$ cat config.mk
export PLATFORM = sky130hd
export DESIGN_NAME = jedro_2_decoder
export DESIGN_NICKNAME = d
export VERILOG_FILES = /design/src/rtl/jedro_2_decoder.sv
export SDC_FILE = /design/constraint.sdc
export NUM_CORES = 1
export LEC_CHECK = 0
export CORE_MARGIN = 2
export CORE_UTILIZATION = 52
export DETAILED_ROUTE_END_ITERATION = 16
export HOLD_SLACK_MARGIN = 0.02
export PLACE_DENSITY_LB_ADDON = 0.25
export SLEW_MARGIN = 10
export SYNTH_ARGS = -nofsm -noshare
export SYNTH_HDL_FRONTEND = slang
export SYNTH_SLANG_ARGS = --single-unit
export TNS_END_PERCENT = 100
$ cat constraint.sdc
create_clock -name clk_i -period 2.55 [get_ports clk_i]
set_input_delay 0.255 -clock clk_i [delete_from_list [all_inputs] [get_ports clk_i]]
set_output_delay 0.255 -clock clk_i [all_outputs]
set_load 0.01 [all_outputs]
$ cat src/rtl/jedro_2_decoder.sv
// RV32I/E (+M) decoder: one decode stage with valid/ready on both sides, a 2-entry
// output/skid store so upstream ready comes from a flop, and a trap on illegal words.
module jedro_2_decoder #(
  parameter bit          RV32E          = 1'b0,
  parameter bit          HAS_M          = 1'b0,
  parameter int unsigned REG_ADDR_WIDTH = 5
) (
  input  logic                      clk_i,
  input  logic                      rst_i,
  input  logic                      flush_i,
  input  logic                      instr_valid_i,
  output logic                      instr_ready_o,
  input  logic [31:0]               instr_rdata_i,
  output logic                      dec_valid_o,
  input  logic                      dec_ready_i,
  output logic [3:0]                alu_op_sel_o,
  output logic [REG_ADDR_WIDTH-1:0] rs1_addr_o,
  output logic [REG_ADDR_WIDTH-1:0] rs2_addr_o,
  output logic [REG_ADDR_WIDTH-1:0] rd_addr_o,
  output logic                      rd_we_o,
  output logic [31:0]               imm_o,
  output logic                      lsu_en_o,
  output logic [3:0]                lsu_ctrl_o,
  output logic                      muldiv_o,
  output logic                      illegal_instr_o
);

  localparam logic [6:0] OPC_LOAD    = 7'b0000011;
  localparam logic [6:0] OPC_STORE   = 7'b0100011;
  localparam logic [6:0] OPC_OPIMM   = 7'b0010011;
  localparam logic [6:0] OPC_OP      = 7'b0110011;
  localparam logic [6:0] OPC_LUI     = 7'b0110111;
  localparam logic [6:0] OPC_AUIPC   = 7'b0010111;
  localparam logic [6:0] OPC_BRANCH  = 7'b1100011;
  localparam logic [6:0] OPC_JAL     = 7'b1101111;
  localparam logic [6:0] OPC_JALR    = 7'b1100111;
  localparam logic [6:0] OPC_MISCMEM = 7'b0001111;
  localparam logic [6:0] OPC_SYSTEM  = 7'b1110011;

  typedef struct packed {
    logic [3:0]                alu_op;
    logic [REG_ADDR_WIDTH-1:0] rs1;
    logic [REG_ADDR_WIDTH-1:0] rs2;
    logic [REG_ADDR_WIDTH-1:0] rd;
    logic                      rd_we;
    logic [31:0]               imm;
    logic                      lsu_en;
    logic [3:0]                lsu_ctrl;
    logic                      muldiv;
    logic                      illegal;
  } bundle_t;

  typedef enum logic {RUN, TRAP} state_e;

  state_e  state_q, state_d;
  bundle_t dec, out_q, skid_q;
  logic    out_valid_q, skid_valid_q, ready_q;
  logic    accept, out_free, skid_valid_d;

  logic [31:0] instr;
  logic [6:0]  opcode, funct7;
  logic [2:0]  funct3;
  logic [4:0]  rs1_f, rs2_f, rd_f;
  logic [31:0] imm_i, imm_s, imm_b, imm_u, imm_j;
  logic        use_rs1, use_rs2, use_rd, bad;

  assign instr  = instr_rdata_i;
  assign opcode = instr[6:0];
  assign funct3 = instr[14:12];
  assign funct7 = instr[31:25];
  assign rs1_f  = instr[19:15];
  assign rs2_f  = instr[24:20];
  assign rd_f   = instr[11:7];

  assign imm_i = {{20{instr[31]}}, instr[31:20]};
  assign imm_s = {{20{instr[31]}}, instr[31:25], instr[11:7]};
  assign imm_b = {{19{instr[31]}}, instr[31], instr[7], instr[30:25], instr[11:8], 1'b0};
  assign imm_u = {instr[31:12], 12'b0};
  assign imm_j = {{11{instr[31]}}, instr[31], instr[19:12], instr[20], instr[30:21], 1'b0};

  always_comb begin
    dec     = '0;
    bad     = 1'b0;
    use_rs1 = 1'b0;
    use_rs2 = 1'b0;
    use_rd  = 1'b0;
    case (opcode)
      OPC_LOAD: begin
        use_rs1 = 1'b1; use_rd = 1'b1;
        dec.imm = imm_i; dec.lsu_en = 1'b1; dec.lsu_ctrl = {1'b0, funct3};
        bad = (funct3 == 3'd3) || (funct3 == 3'd6) || (funct3 == 3'd7);
      end
      OPC_STORE: begin
        use_rs1 = 1'b1; use_rs2 = 1'b1;
        dec.imm = imm_s; dec.lsu_en = 1'b1; dec.lsu_ctrl = {1'b1, funct3};
        bad = (funct3 > 3'd2);
      end
      OPC_OPIMM: begin
        use_rs1 = 1'b1; use_rd = 1'b1;
        dec.imm    = imm_i;
        dec.alu_op = (funct3 == 3'd5) ? {instr[30], funct3} : {1'b0, funct3};
        bad = ((funct3 == 3'd1) && (funct7 != 7'h00)) ||
              ((funct3 == 3'd5) && (funct7 != 7'h00) && (funct7 != 7'h20));
      end
      OPC_OP: begin
        use_rs1 = 1'b1; use_rs2 = 1'b1; use_rd = 1'b1;
        dec.alu_op = {instr[30], funct3};
        if (funct7 == 7'h20)      bad = (funct3 != 3'd0) && (funct3 != 3'd5);
        else if (funct7 == 7'h01) begin
          bad        = !HAS_M;
          dec.muldiv = HAS_M;
        end
        else                      bad = (funct7 != 7'h00);
      end
      OPC_LUI, OPC_AUIPC: begin
        use_rd = 1'b1; dec.imm = imm_u;
      end
      OPC_BRANCH: begin
        use_rs1 = 1'b1; use_rs2 = 1'b1;
        dec.imm = imm_b;
        bad = (funct3 == 3'd2) || (funct3 == 3'd3);
      end
      OPC_JAL: begin
        use_rd = 1'b1; dec.imm = imm_j;
      end
      OPC_JALR: begin
        use_rs1 = 1'b1; use_rd = 1'b1; dec.imm = imm_i;
      end
      OPC_MISCMEM: dec.imm = imm_i;
      OPC_SYSTEM: begin
        dec.imm = imm_i;
        bad = (instr != 32'h0000_0073) && (instr != 32'h0010_0073);
      end
      default: bad = 1'b1;
    endcase
    if (RV32E)
      bad = bad || (use_rs1 && rs1_f[4]) || (use_rs2 && rs2_f[4]) || (use_rd && rd_f[4]);
    dec.rs1     = use_rs1 ? rs1_f[REG_ADDR_WIDTH-1:0] : '0;
    dec.rs2     = use_rs2 ? rs2_f[REG_ADDR_WIDTH-1:0] : '0;
    dec.rd      = use_rd  ? rd_f[REG_ADDR_WIDTH-1:0]  : '0;
    dec.rd_we   = use_rd && (rd_f != 5'd0) && !bad;
    dec.lsu_en  = dec.lsu_en && !bad;
    dec.muldiv  = dec.muldiv && !bad;
    dec.illegal = bad;
  end

  // ready_q already implies RUN with an empty skid entry; flush drops the offered beat
  assign accept   = instr_valid_i && ready_q && !flush_i;
  assign out_free = !out_valid_q || dec_ready_i;

  always_comb begin
    skid_valid_d = skid_valid_q ? !out_free : (accept && !out_free);
    state_d      = state_q;
    if (flush_i)                                   state_d = RUN;
    else if (state_q == RUN && accept && dec.illegal) state_d = TRAP;
  end

  always_ff @(posedge clk_i) begin
    if (rst_i) state_q <= RUN;
    else       state_q <= state_d;
  end

  always_ff @(posedge clk_i) begin
    if (rst_i) begin
      out_q        <= '0;
      skid_q       <= '0;
      out_valid_q  <= 1'b0;
      skid_valid_q <= 1'b0;
      ready_q      <= 1'b0;
    end else if (flush_i) begin
      out_valid_q  <= 1'b0;
      skid_valid_q <= 1'b0;
      ready_q      <= 1'b1;
    end else begin
      if (out_free) begin
        if (skid_valid_q) begin
          out_q        <= skid_q;
          out_valid_q  <= 1'b1;
          skid_valid_q <= 1'b0;
        end else if (accept) begin
          out_q       <= dec;
          out_valid_q <= 1'b1;
        end else begin
          out_valid_q <= 1'b0;
        end
      end else if (accept) begin
        skid_q       <= dec;
        skid_valid_q <= 1'b1;
      end
      ready_q <= (state_d == RUN) && !skid_valid_d;
    end
  end

  assign instr_ready_o   = ready_q;
  assign dec_valid_o     = out_valid_q;
  assign alu_op_sel_o    = out_q.alu_op;
  assign rs1_addr_o      = out_q.rs1;
  assign rs2_addr_o      = out_q.rs2;
  assign rd_addr_o       = out_q.rd;
  assign rd_we_o         = out_q.rd_we;
  assign imm_o           = out_q.imm;
  assign lsu_en_o        = out_q.lsu_en;
  assign lsu_ctrl_o      = out_q.lsu_ctrl;
  assign muldiv_o        = out_q.muldiv;
  assign illegal_instr_o = out_q.illegal;

endmodule

==> impl_results.md <==
* ANT nets after route at 0
* Synth Register Bits at 120
* DR top layer: met4
* Minimum hold slack at 0.395 ns
* Cells after Synth at 691
* Met3 WL post-DR at 1.16 mm
* Vias in the first global route at 5390
* Final nets at 831
* Fin Clk Skew at 0.00431 ns
* Critical-path maximum fanout at 11
* Hold crit path type: in2reg
* Clock Pin Slew Worst Setup and Hold Paths at 0.06 ns
* Slew HR at 34.7%
* Hold Buf Count CTS at 0
* Sequential share of the synthesized area at 44.5%
* Routed WL at 16.8 mm
* Crit. path cell count at 6
* Status: complete, no violations
* Die X at 106 um
* Crit-path slowest cell: a21boi_1
* DRT Pass-1 Iters at 5
* First-pass GRT wire length at 26.5 mm
* Vias at 5716
* Syn-to-layout area delta at 34.2%
* Ports at 98
* Total track usage at 30.0%
* Placed cell area at 0.00662 mm2
* Required time of the worst setup path at 2.91 ns
* Final Max Tran Viols at 0
* Met2 routed wirelength at 8.10 mm
* Crit end category: register
* Worst Path Buf+Inv at 1
* Setup Crit Path Kind: in2reg
* GRT overflow at 0
* Setup Buffers After CTS at 0
* Final setup vio count at 0
* CTS Root Buffer Type: clkbuf_8
* GP Congestion at 0.907
* Period utilization at 83.5%
* Worst Hold Depth at 2
* Synth async-reset ratio at 0%
* Yosys cell types at 54
* Core Region at 0.0102 mm2
* Initial antenna violation count at 0
* Syn avg cell area at 7.80 um2
* Post-cts sizing count at 0
* Inserted Diodes at 0
* Post-Syn Area at 0.00539 mm2
* Clk buf depth at 2
* Pin slew with the least headroom to its limit at 0.979 ns
* Clock latency on the worst-skew pair at 0.53 ns
* CP Launch Type: input port
* Number of port buffers at 96
* Cts bufs inserted at 17
* Fmax at 0.469 GHz
* DIE AREA at 0.0112 mm2
* Wire length on met1 at 6.97 mm
* Post-synth EDFFs at 0
* Crit path arrival time at 2.49 ns
* Dpl hpwl at 11.2 mm
* Pwr dens at 678 mW/mm2
* RSZ-0062 raised after global routing: no
* Worst r2r path cells at 5
* Post-route cell area at 0.00723 mm2
* Synth warn at 0
* Fill cells at 829
* Max incr delay on CP at 0.74 ns
* Post-Syn Nets at 728
* Commonest non-fill, non-tap cell in the layout: nand2_1
* Post-layout min period at 2.13 ns
* Drt drc at 0
* Clock Sinks at 120
* Rows at 37
* Initial core utilization at 52.9%
* Commonest non-fill, non-tap cells in the layout: nand2_1, dfxtp_1, clkdlybuf4s50_1
* H-tree depth at 4
* Drt wl/cell at 17.8 um
* CTS tree: built
* Crit-path cells: clkdlybuf4s50_1 -> and3b_1 -> o21ai_0 -> a21oi_2 -> a21boi_1 -> a211oi_1
* Fin. Hold Viols at 0
* Static leakage at 0.00247 uW
* Pin count of the biggest net entering global routing at 90
* DIE HEIGHT at 106 um
* Max-cap violations at 0
* Share of cells above drive strength 1 at 11.8%
* Ys flop type: dfxtp_1
* Post-DR vias/cell at 6.06
* Iter 0 DRT Violations at 367
* CP delay by family, top: compound AO/OA/AOI/OAI gates
* Worst vdd ir at 521 uV
[kinds of logic (layout without fill, tap and decap cells)]
family                     Yosys count  in the layout  share of synthesized area (%)
DFF                                120            120                           44.5
other                                1              1                         0.0695
and+or+nand+nor                    278            278                           23.4
xor gates and xnor gates             1              1                          0.162
adders and majority gates            1              1                          0.186
AOI/OAI and AO/OA                  219            219                           25.1
buffers and inverters               71            187                           6.57
[routing by layer]
metal	track usage [%]	vias up
li1	-	2689
met1	36.9	2708
met2	49.8	270
met3	7.61	49
met4	12.8	0
met5	0	-
[registers in the layout, summed over array words and instances, names as in the netlist, 4 cells and up]
| register | cells |
|---|---|
| rs1_addr_o | 5 |
| skid_q | 58 |
| rs2_addr_o | 5 |
| rd_addr_o | 5 |
| lsu_ctrl_o | 4 |
| alu_op_sel_o | 4 |
| imm_o | 32 |
[cell usage after synthesis (6+ instances only)]
cell | instances | area share [%]
a211oi_1 | 12 | 1.7
a21oi_1 | 67 | 6.2
nor4_1 | 6 | 0.70
or3_1 | 7 | 0.81
buf_2 | 9 | 0.84
inv_1 | 6 | 0.42
nor2_1 | 50 | 3.5
nand3_1 | 51 | 4.7
a31oi_1 | 15 | 1.7
o21ai_0 | 56 | 5.2
o22ai_1 | 12 | 1.4
clkbuf_1 | 44 | 3.1
nor3_1 | 11 | 1.0
a311oi_1 | 18 | 2.9
a221oi_1 | 15 | 2.4
nand2_1 | 121 | 8.4
dfxtp_1 | 120 | 45
[worst paths after layout]
| path | start | endpoint | slack (ns) |
|---|---|---|---|
| max | instr_rdata_i[2] | imm_o[24] | 0.42 |
| min | flush_i | skid_valid_q | 0.39 |
| max reg2reg | dec_valid_o | imm_o[24] | 0.43 |
| min reg2reg | skid_q[51] | skid_q[51] | 0.46 |
[through the flow]
step	util (%)	setup WS, ns	total power (uW)	TNS [ns]	instances
4_1_cts	71.0	0.431	4920	0	943
5_1_grt	71.0	0.250	5050	0	943
2_1_floorplan	-	0.670	2200	0	691
3_3_place_gp	65.0	0.0554	2450	0	911
6_report	71.0	0.420	4910	0	943
3_5_place_dp	65.0	-0.0704	2460	-0.460	911
[where the power goes]
part	leakage, uW	internal [uW]	switching, uW
sequential	0.000972	1920	24.6
combinational	0.00121	226	253
clock	0.000291	1590	895
[final cells by class]
type / instances / area, um2 / share of cell area (%)
clock buffers: 17 / 414 / 5.72
repair buffers: 149 / 1380 / 19.1
well taps: 136 / 170 / 2.35
multi-input cells: 500 / 2650 / 36.6
inverters: 6 / 22.5 / 0.311
clock inverters: 15 / 200 / 2.77
flip-flops and latches: 120 / 2400 / 33.2
No activity file was read; power rests on OpenSTA's default activity.
